--- src/rtl/gp_lpddr5_cmd_scheduler.sv ---
// gp_lpddr5_cmd_scheduler: single-rank, single-bank LPDDR5 open-page command sequencer.
// Define GP_LPDDR5_SCHED_CAS_SYNC_EN to emit CAS_WR/CAS_RD ahead of each WR16/RD16.
module gp_lpddr5_cmd_scheduler #(
  parameter int T_RCD  = 4,
  parameter int T_RP   = 3,
  parameter int T_RFC  = 8,
  parameter int T_REFI = 64
) (
  input  logic       ck_t,
  input  logic       ddr_reset_n,
  input  logic       req_valid,
  output logic       req_ready,
  input  logic       req_op,
  input  logic [7:0] req_row,
  input  logic [3:0] req_col,
  output logic       cs,
  output logic [6:0] ca,
  output logic       rw_issue,
  output logic       rw_op,
  output logic       row_open,
  output logic       ref_busy,
  output logic       ref_overrun
);

  localparam int WW  = $clog2(T_RCD + T_RP + T_RFC + 2);
  localparam int RIW = $clog2(T_REFI);

  localparam logic [WW-1:0]  W_ONE    = {{(WW-1){1'b0}}, 1'b1};
  localparam logic [WW-1:0]  RCD_LD   = WW'(T_RCD - 2);
  localparam logic [WW-1:0]  RP_LD    = WW'(T_RP - 2);
  localparam logic [WW-1:0]  RFC_LD   = WW'(T_RFC - 2);
  localparam logic [RIW-1:0] RI_ONE   = {{(RIW-1){1'b0}}, 1'b1};
  localparam logic [RIW-1:0] REFI_MAX = RIW'(T_REFI - 1);

  localparam logic [6:0] CA_PRE   = 7'b0001111;
  localparam logic [6:0] CA_REF   = 7'b0001110;
  localparam logic [6:0] CA_CASWR = 7'b0011100;
  localparam logic [6:0] CA_CASRD = 7'b0011010;

  typedef enum logic [3:0] {
    S_IDLE,
    S_PRE,
    S_TRP,
    S_ACT1,
    S_ACT2,
    S_TRCD,
    S_CAS,
    S_RW,
    S_REF,
    S_TRFC
  } state_t;

`ifdef GP_LPDDR5_SCHED_CAS_SYNC_EN
  localparam state_t S_GO = S_CAS;
`else
  localparam state_t S_GO = S_RW;
`endif

  state_t         state;
  state_t         state_nxt;
  logic [WW-1:0]  wcnt;
  logic [WW-1:0]  wcnt_nxt;
  logic [RIW-1:0] refi_cnt;
  logic           ref_pending;
  logic [7:0]     row_q;
  logic [3:0]     col_q;

  logic           hs;
  logic           hit;
  logic           wrap;
  logic           ref_issue;
  logic           pend_nxt;
  logic           busy_nxt;
  logic           open_nxt;
  logic [7:0]     row_c;
  logic [3:0]     col_c;
  logic           op_c;
  logic           cmd_cs;
  logic [6:0]     cmd_ca;

  assign hs    = req_valid & req_ready;
  assign hit   = row_open && (row_q == req_row);
  assign wrap  = (refi_cnt == REFI_MAX);
  assign row_c = hs ? req_row : row_q;
  assign col_c = hs ? req_col : col_q;
  assign op_c  = hs ? req_op : rw_op;

  always_comb begin
    state_nxt = state;
    wcnt_nxt  = wcnt;
    unique case (state)
      S_IDLE: begin
        if (ref_pending)
          state_nxt = row_open ? S_PRE : S_REF;
        else if (hs)
          state_nxt = hit ? S_GO : (row_open ? S_PRE : S_ACT1);
      end
      S_PRE: begin
        if (T_RP == 1) begin
          state_nxt = ref_busy ? S_REF : S_ACT1;
        end else begin
          state_nxt = S_TRP;
          wcnt_nxt  = RP_LD;
        end
      end
      S_TRP: begin
        if (wcnt == '0)
          state_nxt = ref_busy ? S_REF : S_ACT1;
        else
          wcnt_nxt = wcnt - W_ONE;
      end
      S_ACT1: state_nxt = S_ACT2;
      S_ACT2: begin
        if (T_RCD == 1) begin
          state_nxt = S_GO;
        end else begin
          state_nxt = S_TRCD;
          wcnt_nxt  = RCD_LD;
        end
      end
      S_TRCD: begin
        if (wcnt == '0)
          state_nxt = S_GO;
        else
          wcnt_nxt = wcnt - W_ONE;
      end
      S_CAS: state_nxt = S_RW;
      S_RW:  state_nxt = S_IDLE;
      S_REF: begin
        if (T_RFC == 1) begin
          state_nxt = S_IDLE;
        end else begin
          state_nxt = S_TRFC;
          wcnt_nxt  = RFC_LD;
        end
      end
      S_TRFC: begin
        if (wcnt == '0)
          state_nxt = S_IDLE;
        else
          wcnt_nxt = wcnt - W_ONE;
      end
      default: state_nxt = S_IDLE;
    endcase
  end

  // A wrap coinciding with REF issue re-arms the request instead of dropping it.
  assign ref_issue = (state_nxt == S_REF);
  assign pend_nxt  = wrap | (ref_pending & ~ref_issue);

  always_comb begin
    busy_nxt = 1'b0;
    unique case (state_nxt)
      S_IDLE:        busy_nxt = pend_nxt;
      S_PRE, S_TRP:  busy_nxt = ref_busy | (ref_pending & (state == S_IDLE));
      S_REF, S_TRFC: busy_nxt = 1'b1;
      default:       busy_nxt = 1'b0;
    endcase
  end

  always_comb begin
    open_nxt = row_open;
    if (state_nxt == S_PRE)
      open_nxt = 1'b0;
    else if (state_nxt == S_ACT2)
      open_nxt = 1'b1;
  end

  always_comb begin
    cmd_cs = 1'b1;
    cmd_ca = '0;
    unique case (state_nxt)
      S_PRE:   cmd_ca = CA_PRE;
      S_ACT1:  cmd_ca = {3'b111, row_c[7:4]};
      S_ACT2:  cmd_ca = {3'b110, row_c[3:0]};
      S_CAS:   cmd_ca = op_c ? CA_CASWR : CA_CASRD;
      S_RW:    cmd_ca = op_c ? {3'b011, col_c} : {3'b100, col_c};
      S_REF:   cmd_ca = CA_REF;
      default: cmd_cs = 1'b0;
    endcase
  end

  always_ff @(posedge ck_t or negedge ddr_reset_n) begin
    if (!ddr_reset_n) begin
      state       <= S_IDLE;
      wcnt        <= '0;
      refi_cnt    <= '0;
      ref_pending <= 1'b0;
      row_q       <= '0;
      col_q       <= '0;
      req_ready   <= 1'b0;
      cs          <= 1'b0;
      ca          <= '0;
      rw_issue    <= 1'b0;
      rw_op       <= 1'b0;
      row_open    <= 1'b0;
      ref_busy    <= 1'b0;
      ref_overrun <= 1'b0;
    end else begin
      state       <= state_nxt;
      wcnt        <= wcnt_nxt;
      refi_cnt    <= wrap ? '0 : refi_cnt + RI_ONE;
      ref_pending <= pend_nxt;
      ref_overrun <= ref_overrun | (wrap & ref_pending & ~ref_issue);
      req_ready   <= (state_nxt == S_IDLE) && !pend_nxt;
      cs          <= cmd_cs;
      ca          <= cmd_ca;
      rw_issue    <= (state_nxt == S_RW);
      row_open    <= open_nxt;
      ref_busy    <= busy_nxt;
      if (hs) begin
        row_q <= req_row;
        col_q <= req_col;
        rw_op <= req_op;
      end
    end
  end

endmodule

--- config.mk ---
export PLATFORM = sky130hd
export DESIGN_NAME = gp_lpddr5_cmd_scheduler
export DESIGN_NICKNAME = d
export VERILOG_FILES = /design/src/rtl/gp_lpddr5_cmd_scheduler.sv
export SDC_FILE = /design/constraint.sdc
export NUM_CORES = 1
export LEC_CHECK = 0
export CORE_UTILIZATION = 43
export DETAILED_ROUTE_END_ITERATION = 10
export PLACE_DENSITY = 0.73
export SYNTH_ARGS = -nofsm -noshare
export SYNTH_HDL_FRONTEND = slang
export SYNTH_SLANG_ARGS = --single-unit
--- constraint.sdc ---
create_clock -name ck_t -period 2.27 [get_ports ck_t]
set_clock_uncertainty 0.2 [all_clocks]
set_input_delay 0.454 -clock ck_t [delete_from_list [all_inputs] [get_ports ck_t]]
set_output_delay 0.454 -clock ck_t [all_outputs]
set_load 0.02 [all_outputs]
After elaboration in Yosys (flattened, before gate mapping)
Cells that the tools add are included.
{ "word_totals": {"reg_bits": 42, "word_cells": 80, "in_bits": 16, "output_inout_bits": 14} }
{ "classes": {"mux": 23, "n_eq_ne": 19, "n_bitwise": 9, "add_sub_neg": 2, "reduce_logical": 13} }
{ "op_table": {"columns": ["cell", "n"], "rows": [
  ["7-bit one-hot mux with 6 select lines", 1],
  ["4-bit one-hot mux with 9 select lines", 1],
  ["4-bit two-way mux", 8],
  ["4-bit by 3-bit == test with 1-bit output, second input constant", 6],
  ["5-bit one-hot mux with 4 select lines", 1],
  ["4-bit by 2-bit == test with 1-bit output, second input constant", 4],
  ["4-bit == test, second input constant", 4],
  ["4-bit by 1-bit == test with 1-bit output, second input constant", 2],
  ["8-bit == test", 1],
  ["4-bit zero test", 2],
  ["8-bit two-way mux", 1],
  ["7-bit two-way mux", 1],
  ["6-bit by 1-bit adder with 6-bit output, second input constant", 1],
  ["6-bit == test, second input constant", 1],
  ["3-bit two-way mux", 2],
  ["6-bit two-way mux", 1],
  ["6-bit OR reduction", 1],
  ["1-bit bitwise AND", 5],
  ["5-bit zero test", 1],
  ["5-bit two-way mux", 1],
  ["5-bit by 1-bit subtractor with 5-bit output, second input constant", 1],
  ["1-bit two-way mux", 4],
  ["4-bit nonzero test", 1],
  ["2-bit OR reduction", 2],
  ["10 further kinds", 13]
]} }

Logic depth before layout (Yosys ltp)
Gate-level depths: netlist of run 1.
{ "depth": {"ltp_word": 12, "mapped_depth": 9, "depth_no_buf": 9} }

Worst setup path after synthesis of run 1
No wires, ideal clock.
{ "synth_path": {"path_type": "flip-flop to flip-flop", "startpoint": "register wcnt[0]", "endpoint": "register ref_busy", "arrival_ns": 1.993, "path_buffers": 1, "slack_ns": -0.061, "stages_incl_launch_ff": 10, "path_cell_list": "dfrtp_1 inv_1 ha_1 nor4b_4 nor3_2 a221o_1 buf_6 nand2b_4 a211oi_2 o221ai_1"} }
{ "synth_between": {"elab_chain_len": 8, "elab_cells_between_ends": 16} }
{ "synth_rtl": {"columns": ["element", "line_no", "text"], "rows": [
  ["start, declared", "61", "logic [WW-1:0] wcnt;"],
  ["start signal, assigned", "201", "wcnt <= wcnt_nxt;"],
  ["5-bit zero test *", "107, 122, 138", null],
  ["4-bit two-way mux (on tied branches)", "138, 107, 122", null],
  ["4-bit one-hot mux with 9 select lines *", "91", "unique case (state)"],
  ["named net state_nxt[0]", "60", "state_t state_nxt;"],
  ["4-bit == test", "148, 153", null],
  ["1-bit inverter", "149", "assign pend_nxt = wrap | (ref_pending & ~ref_issue);"],
  ["1-bit bitwise AND", "149", null],
  ["1-bit bitwise OR", "149", null],
  ["1-bit one-hot mux with 3 select lines *", "153", "unique case (state_nxt)"],
  ["named net busy_nxt", "73", "logic busy_nxt;"],
  ["end signal, assigned", "210", "ref_busy <= busy_nxt;"],
  ["end, declared", "21", "output logic ref_busy,"]
]} }
Mark *: on every way through the listed nets, which the timed path passes. The rest lies on a longest branch.
A chain may end at the register's enable or synchronous reset.

Worst setup path after layout of run 1
{ "layout_path": {"startpoint": "register wcnt[0]", "endpoint": "register row_open"} }
{ "layout_between": {"elab_chain_len": 5, "elab_cells_between_ends": 9} }
{ "layout_rtl": {"columns": ["element", "line_no", "text"], "rows": [
  ["5-bit zero test *", "107, 122, 138", null],
  ["4-bit two-way mux (on tied branches)", "138, 107, 122", null],
  ["4-bit one-hot mux with 9 select lines *", "91", null],
  ["4-bit by 1-bit == test with 1-bit output or 4-bit by 3-bit == test with 1-bit output (tied branches)", "163, 165", null],
  ["1-bit two-way mux or 2-bit nonzero test (tied branches)", null, null],
  ["end signal, assigned", "209", "row_open <= open_nxt;"],
  ["end, declared", "20", "output logic row_open,"]
]} }
Mark *: on every way between the ends. The rest lies on a longest branch, timed or not.

==> results of run 1 <==
[how the worst max path moves through the flow]
stage,slack [ns],from,depth (start not counted),endpoint
final,-0.07,wcnt[0]$_DFFE_PN0P_,8,row_open$_DFFE_PN0P_
after global routing,-0.18,wcnt[0]$_DFFE_PN0P_,8,row_open$_DFFE_PN0P_
after CTS,-0.08,wcnt[0]$_DFFE_PN0P_,9,ref_busy$_DFF_PN0_
after detailed placement,-0.27,req_valid,7,cs$_DFF_PN0_
after global placement,-0.25,req_row[4],8,ca[3]$_DFF_PN0_
after floorplan,-0.02,wcnt[0]$_DFFE_PN0P_,9,row_open$_DFFE_PN0P_
[what timing repair did]
action,CTS,global route
gates cloned,0,0
setup buffers,5,2
gates resized for setup,6,9
setup endpoints to repair,14,16
pin swaps,5,9
hold buffers,1,0
endpoints found under the hold margin,19,0
[sequential cells by signal, summed over array words and instances, names as in the netlist]
register	count
cs	1
row_q	8
row_open	1
req_ready	1
state	4
ref_pending	1
rw_op	1
refi_cnt	6
wcnt	5
ref_busy	1
rw_issue	1
col_q	4
ca	7
ref_overrun	1
[cell families (layout without fill, tap and decap cells)]
| group | after synthesis | after routing |
|---|---|---|
| multiplexers | 14 | 14 |
| AND/OR/NAND/NOR | 74 | 74 |
| AO/OA/AOI/OAI | 51 | 51 |
| XOR/XNOR | 14 | 14 |
| adder cells (fa/ha/maj) | 3 | 3 |
| flip-flops | 42 | 42 |
| buffers and inverters | 23 | 88 |
[layout make-up]
| class | instances | share of cell area |
|---|---|---|
| clock buffers | 5 | 0.0220 |
| clock inverters | 3 | 0.0128 |
| inverters | 12 | 0.0144 |
| multi-input cells | 156 | 0.381 |
| flip-flops and latches | 42 | 0.336 |
| well taps | 70 | 0.0279 |
| repair buffers | 68 | 0.206 |
[critical path, cell delays in order, from the launching register on]
cell     delay, ns
dfrtp_1       0.40
inv_2         0.08
ha_4          0.14
or4b_4        0.48
o22ai_2       0.13
a221o_1       0.26
nor3b_4       0.29
nand2_1       0.08
a21bo_1       0.17
[layer usage]
metal / up-vias / routed length, um / global-route usage / part of all wire
met1: 919 / 2380 / 0.282 / 0.47
met5: - / 0 / 0 / 0
met3: 7 / 187 / 0.0375 / 0.037
met2: 42 / 2450 / 0.344 / 0.48
met4: 0 / 65 / 0.0720 / 0.013
li1: 923 / - / - / -
[power groups by stage]
stage	logic (mW)	registers [mW]	clock network [mW]
after floorplan	1.43	1.24	0
after global placement	2.29	1.20	0
after detailed placement	2.32	1.21	0
after CTS	2.48	1.20	0.595
after global routing	2.79	1.23	0.634
final	2.55	1.20	0.585
[cells in the final DEF (no fill, tap or decap), types with 2 or more instances in the layout]
cell	count
dfrtp_1	40
buf_4	30
clkdlybuf4s50_1	28
nor2_1	15
nand2_1	13
o21ai_0	12
inv_1	10
xnor2_1	10
mux2_2	9
nand3_1	7
nand2b_1	6
a21oi_1	6
nand4_1	5
mux2i_1	5
o221ai_1	5
clkbuf_8	5
nor2b_1	4
o31ai_1	4
xor2_1	4
buf_6	4
buf_12	4
o21ai_1	3
o22ai_1	3
or3b_1	2
inv_2	2
nand3b_1	2
nor3_1	2
a21o_1	2
or2_2	2
ha_1	2
clkinv_2	2
dfrtp_2	2
==> flow_metrics.env, run 1 <==
export IMPL_start_kind="flop"
export IMPL_hold_path_class="flop to flop"
export IMPL_fin_nets=304
export IMPL_synth_area_per_cell_um2=10.4
export IMPL_rr_startpoint="wcnt[0]$_DFFE_PN0P_"
export IMPL_ios=30
export IMPL_seq_area_mm2=0.00105
export IMPL_cts_tree="done"
export IMPL_p_comb_frac=0.588
export IMPL_io_buffers=29
export IMPL_power_clock_fraction=0.135
export IMPL_drv_cap=0
export IMPL_min_period_ns=2.34
export IMPL_place_area_mm2=0.00290
export IMPL_ys_ff_latch=42
export IMPL_utilization=0.610
export IMPL_first_iter_violations=71
export IMPL_drcViolationCount=0
export IMPL_cts_root_buf="clkbuf_8"
export IMPL_die_area_mm2=0.00567
export IMPL_p_seq_frac=0.277
export IMPL_p_per_area_mw_per_mm2=1380
export IMPL_power_mw=4.34
export IMPL_cellInternalPower_mw=2.68
export IMPL_synthSimpleGateAreaFrac=0.205
export IMPL_required_ns=2.27
export IMPL_dp_hpwl_mm=3.73
export IMPL_holdPathEnd="refi_cnt[4]$_DFF_PN0_"
export IMPL_pre_cts_slack_ns=-0.270
export IMPL_track_usage=0.210
export IMPL_grt_pass1_vias=1945
export IMPL_num_antenna_cells=0
export IMPL_tns_ns=-0.366
export IMPL_drt_total_wl_mm=5.09
export IMPL_r2r_cells=8
export IMPL_post_route_period_util=1.03
export IMPL_synth_compound_area_frac=0.158
export IMPL_finalSetupViolations=9
export IMPL_dr_total_vias=1891
export IMPL_cp_max_fo=5
export IMPL_cts_htree_levels=2
export IMPL_synth_flop_cell="dfrtp_1"
export IMPL_firstDrtPassIters=4
export IMPL_synthMuxAreaShare=0.0656
export IMPL_clk_latency_ns=0.30
export IMPL_die_h_um=75.3
export IMPL_start_util=0.449
export IMPL_synth_top_family_by_area="simple AND/OR/NAND/NOR gates"
export IMPL_ff2ff_setup_slack_ns=-0.07
export IMPL_cts_buffer_depth=2
export IMPL_rsz0062_at_grt="true"
export IMPL_worst_slack_ns=-0.0724
export IMPL_final_area_mm2=0.00313
export IMPL_worstPathArrival_ns=2.34
export IMPL_swShare=0.382
export IMPL_yosys_top_cells_area="dfrtp_1, mux2_2, xnor2_1, o21ai_0, nor2_1"
export IMPL_synth_largest_area_cell="dfrtp_1"
export IMPL_async_flop_share=1.00
export IMPL_yosys_top_cells_count="dfrtp_1, nor2_1, nand2_1"
export IMPL_drive_above_1_share=0.283
export IMPL_gp_routability_congestion=0.828
export IMPL_ys_seq_area_frac=0.455
export IMPL_synth_nets=240
export IMPL_max_clock_freq_mhz=427
export IMPL_worstHoldStart="refi_cnt[4]$_DFF_PN0_"
export IMPL_path_class="flop to flop"
export IMPL_crit_path_end_kind="flop"
export IMPL_grt_pass1_wl_mm=8.98
export IMPL_final_hold_viol_count=0
export IMPL_grt_overflow=0
export IMPL_synth_cells=221
export IMPL_status="complete, but fails checks"
export IMPL_cts_buffers=5
export IMPL_multi_input_area_mm2=0.00119
export IMPL_violations="negative setup slack"
export IMPL_hold_depth=1
export IMPL_reg2reg_to="row_open$_DFFE_PN0P_"
export IMPL_slew_headroom=0.670
export IMPL_switchingPower_mw=1.66
export IMPL_syn_to_final_growth_pct=35.8
export IMPL_clkSinkCount=42
export IMPL_yosysTopAreaCellShare=0.455
export IMPL_synth_fa_ha_area_frac=0.0163
export IMPL_ant_nets=0
export IMPL_drv_slew=0
export IMPL_wl_per_cell_um=14.3
export IMPL_worst_pin_slew_ns=0.493
export IMPL_synth_most_common_cell="dfrtp_1"
export IMPL_grt_max_degree=24
export IMPL_vias_per_cell=5.31
export IMPL_fillCellCount=439
export IMPL_peakVddDrop_v=0.000724
export IMPL_synth_cell_types=56
export IMPL_dieWidth_um=75.3
export IMPL_p_leak_nw=1.39
export IMPL_clkTransAtPathRegs_ns=0.09
export IMPL_fin_cells=356
export IMPL_synth_edf_count=0
export IMPL_coreArea_mm2=0.00514
export IMPL_netlist_area_mm2=0.00231
export IMPL_yosysWarningCount=0
export IMPL_whs_ns=0.279
export IMPL_yosys_area_share_xor_xnor=0.0531
export IMPL_placed_cells=340
export IMPL_antenna_found_initial=0
export IMPL_rows=26
Note: power is estimated with default switching activity, not from simulation.
==> run 2, diff against run 1 <==
- SKIP_CTS_REPAIR_TIMING: unset -> 1
- SKIP_LAST_GASP: unset -> 1
==> run 2 against run 1 <==
  * Clock power is 0.9% higher
  * Die area unchanged
  * Global-route usage shrank 0.28 points
  * The flow still finishes with violations (negative setup slack)
  * Sequential power about the same
==> flow_metrics.env, run 2 (same netlist as run 1, synthesis figures left out) <==
export IMPL_status="complete, but fails checks"
export IMPL_violations="negative setup slack"
export IMPL_fin_nets=301
export IMPL_finalSetupViolations=10
export IMPL_p_per_area_mw_per_mm2=1390
export IMPL_die_h_um=75.3
export IMPL_drcViolationCount=0
export IMPL_start_kind="flop"
export IMPL_grt_pass1_wl_mm=8.85
export IMPL_io_buffers=29
export IMPL_start_util=0.449
export IMPL_drt_total_wl_mm=5.12
export IMPL_cts_root_buf="clkbuf_8"
export IMPL_required_ns=2.23
export IMPL_worstPathArrival_ns=2.30
export IMPL_cts_tree="done"
export IMPL_worst_slack_ns=-0.0686
export IMPL_rows=26
export IMPL_final_hold_viol_count=0
export IMPL_cp_max_fo=6
export IMPL_final_common_cell="dfrtp_1"
export IMPL_regMostFlops="row_q"
export IMPL_vias_per_cell=5.34
export IMPL_fin_cells=353
export IMPL_coreArea_mm2=0.00514
export IMPL_peakVddDrop_v=0.000697
export IMPL_cts_buffer_depth=2
export IMPL_gp_routability_congestion=0.828
export IMPL_dieWidth_um=75.3
export IMPL_clkTransAtPathRegs_ns=0.09
export IMPL_first_iter_violations=85
export IMPL_crit_path_end_kind="flop"
export IMPL_track_usage=0.207
export IMPL_drv_cap=0
export IMPL_seq_area_mm2=0.00106
export IMPL_fillCellCount=446
export IMPL_largest_registers="row_q (8), ca (7), refi_cnt (6)"
export IMPL_dr_total_vias=1885
export IMPL_ant_nets=0
export IMPL_firstDrtPassIters=4
export IMPL_pre_cts_slack_ns=-0.270
export IMPL_die_area_mm2=0.00567
export IMPL_grt_pass1_vias=1908
export IMPL_num_antenna_cells=0
export IMPL_antenna_found_initial=0
export IMPL_cts_htree_levels=2
export IMPL_dp_hpwl_mm=3.73
export IMPL_rsz0062_at_grt="true"
export IMPL_slew_headroom=0.683
export IMPL_final_cell_mix="dfrtp_1, buf_4, clkdlybuf4s50_1, nor2_1, nand2_1"
export IMPL_clkSinkCount=42
export IMPL_post_route_period_util=1.03
export IMPL_ios=30
export IMPL_cts_buffers=5
export IMPL_grt_overflow=0
export IMPL_placed_cells=340
export IMPL_drv_slew=0
export IMPL_clk_latency_ns=0.30
export IMPL_final_area_mm2=0.00310
export IMPL_p_leak_nw=1.37
export IMPL_largest_register_ffs=8
export IMPL_min_period_ns=2.34
export IMPL_place_area_mm2=0.00290
export IMPL_max_clock_freq_mhz=428
export IMPL_syn_to_final_growth_pct=34.1
export IMPL_hold_path_class="flop to flop"
export IMPL_worst_pin_slew_ns=0.476
export IMPL_path_class="flop to flop"
export IMPL_wl_per_cell_um=14.5
export IMPL_multi_input_area_mm2=0.00119
export IMPL_grt_max_degree=24
export IMPL_drive_above_1_share=0.286
==> run 2: final cells by class <==
class                           instances  share of cell area
Multi-Input combinational cell        156               0.385
Timing Repair Buffer                   65               0.196
Inverter                               12              0.0145
Sequential cell                        42               0.341
Clock inverter                          3              0.0129
Clock buffer                            5              0.0222
Tap cell                               70              0.0283
==> run 2: final timing paths <==
| path | from | to | slack [ns] | cells after the start |
|---|---|---|---|---|
| max in group asynchronous | ddr_reset_n | state[2]$_DFF_PN0_ | 0.93 | 3 |
| min in group asynchronous | ddr_reset_n | ref_busy$_DFF_PN0_ | 0.44 | 2 |
| setup / recovery | wcnt[1]$_DFFE_PN0P_ | ca[3]$_DFF_PN0_ | -0.07 | 9 |
| hold reg to reg | ref_overrun$_DFF_PN0_ | ref_overrun$_DFF_PN0_ | 0.28 | 1 |
| setup reg to reg | wcnt[1]$_DFFE_PN0P_ | ca[3]$_DFF_PN0_ | -0.07 | 9 |
| hold / removal | ref_overrun$_DFF_PN0_ | ref_overrun$_DFF_PN0_ | 0.28 | 1 |
==> run 2: stage by stage <==
step	utilization	power, mW	hold slack (ns)	setup TNS (ns)
finish	0.602	4.29	0.277	-0.403
global route	0.602	4.60	0.300	-1.46
CTS	0.586	4.13	-0.0825	-1.21
detailed placement	0.565	3.53	0.240	-2.70
global placement	0.565	3.48	0.238	-2.04
floorplan	-	2.66	-0.0416	-0.0314
==> run 2: critical path, cell delays in order, from the launching register on <==
cell	delay, ns
dfrtp_1	0.39
inv_2	0.08
ha_4	0.14
or4b_4	0.48
o21ai_1	0.17
a21oi_2	0.11
buf_4	0.16
o21ai_4	0.17
buf_4	0.17
o221ai_1	0.10
==> run 2: power by group <==
| group | switching, mW | internal [mW] | total (mW) |
|---|---|---|---|
| clock network | 0.266 | 0.324 | 0.590 |
| logic | 1.20 | 1.30 | 2.50 |
| registers | 0.189 | 1.01 | 1.20 |
| total | 1.66 | 2.63 | 4.29 |
==> run 2: routing by layer <==
| layer | GRT usage | routed length [um] |
|---|---|---|
| met1 | 0.280 | 2400 |
| met2 | 0.337 | 2480 |
| met3 | 0.0375 | 178 |
| met4 | 0.0720 | 53 |
| met5 | 0 | 0 |
==> run 3, diff against run 2 <==
- ABC_CLOCK_PERIOD_IN_PS: unset -> 2270
- CAP_MARGIN: unset -> 10
==> results of run 3 <==
No change in the layout: final DEF, timing and power equal those of run 2.
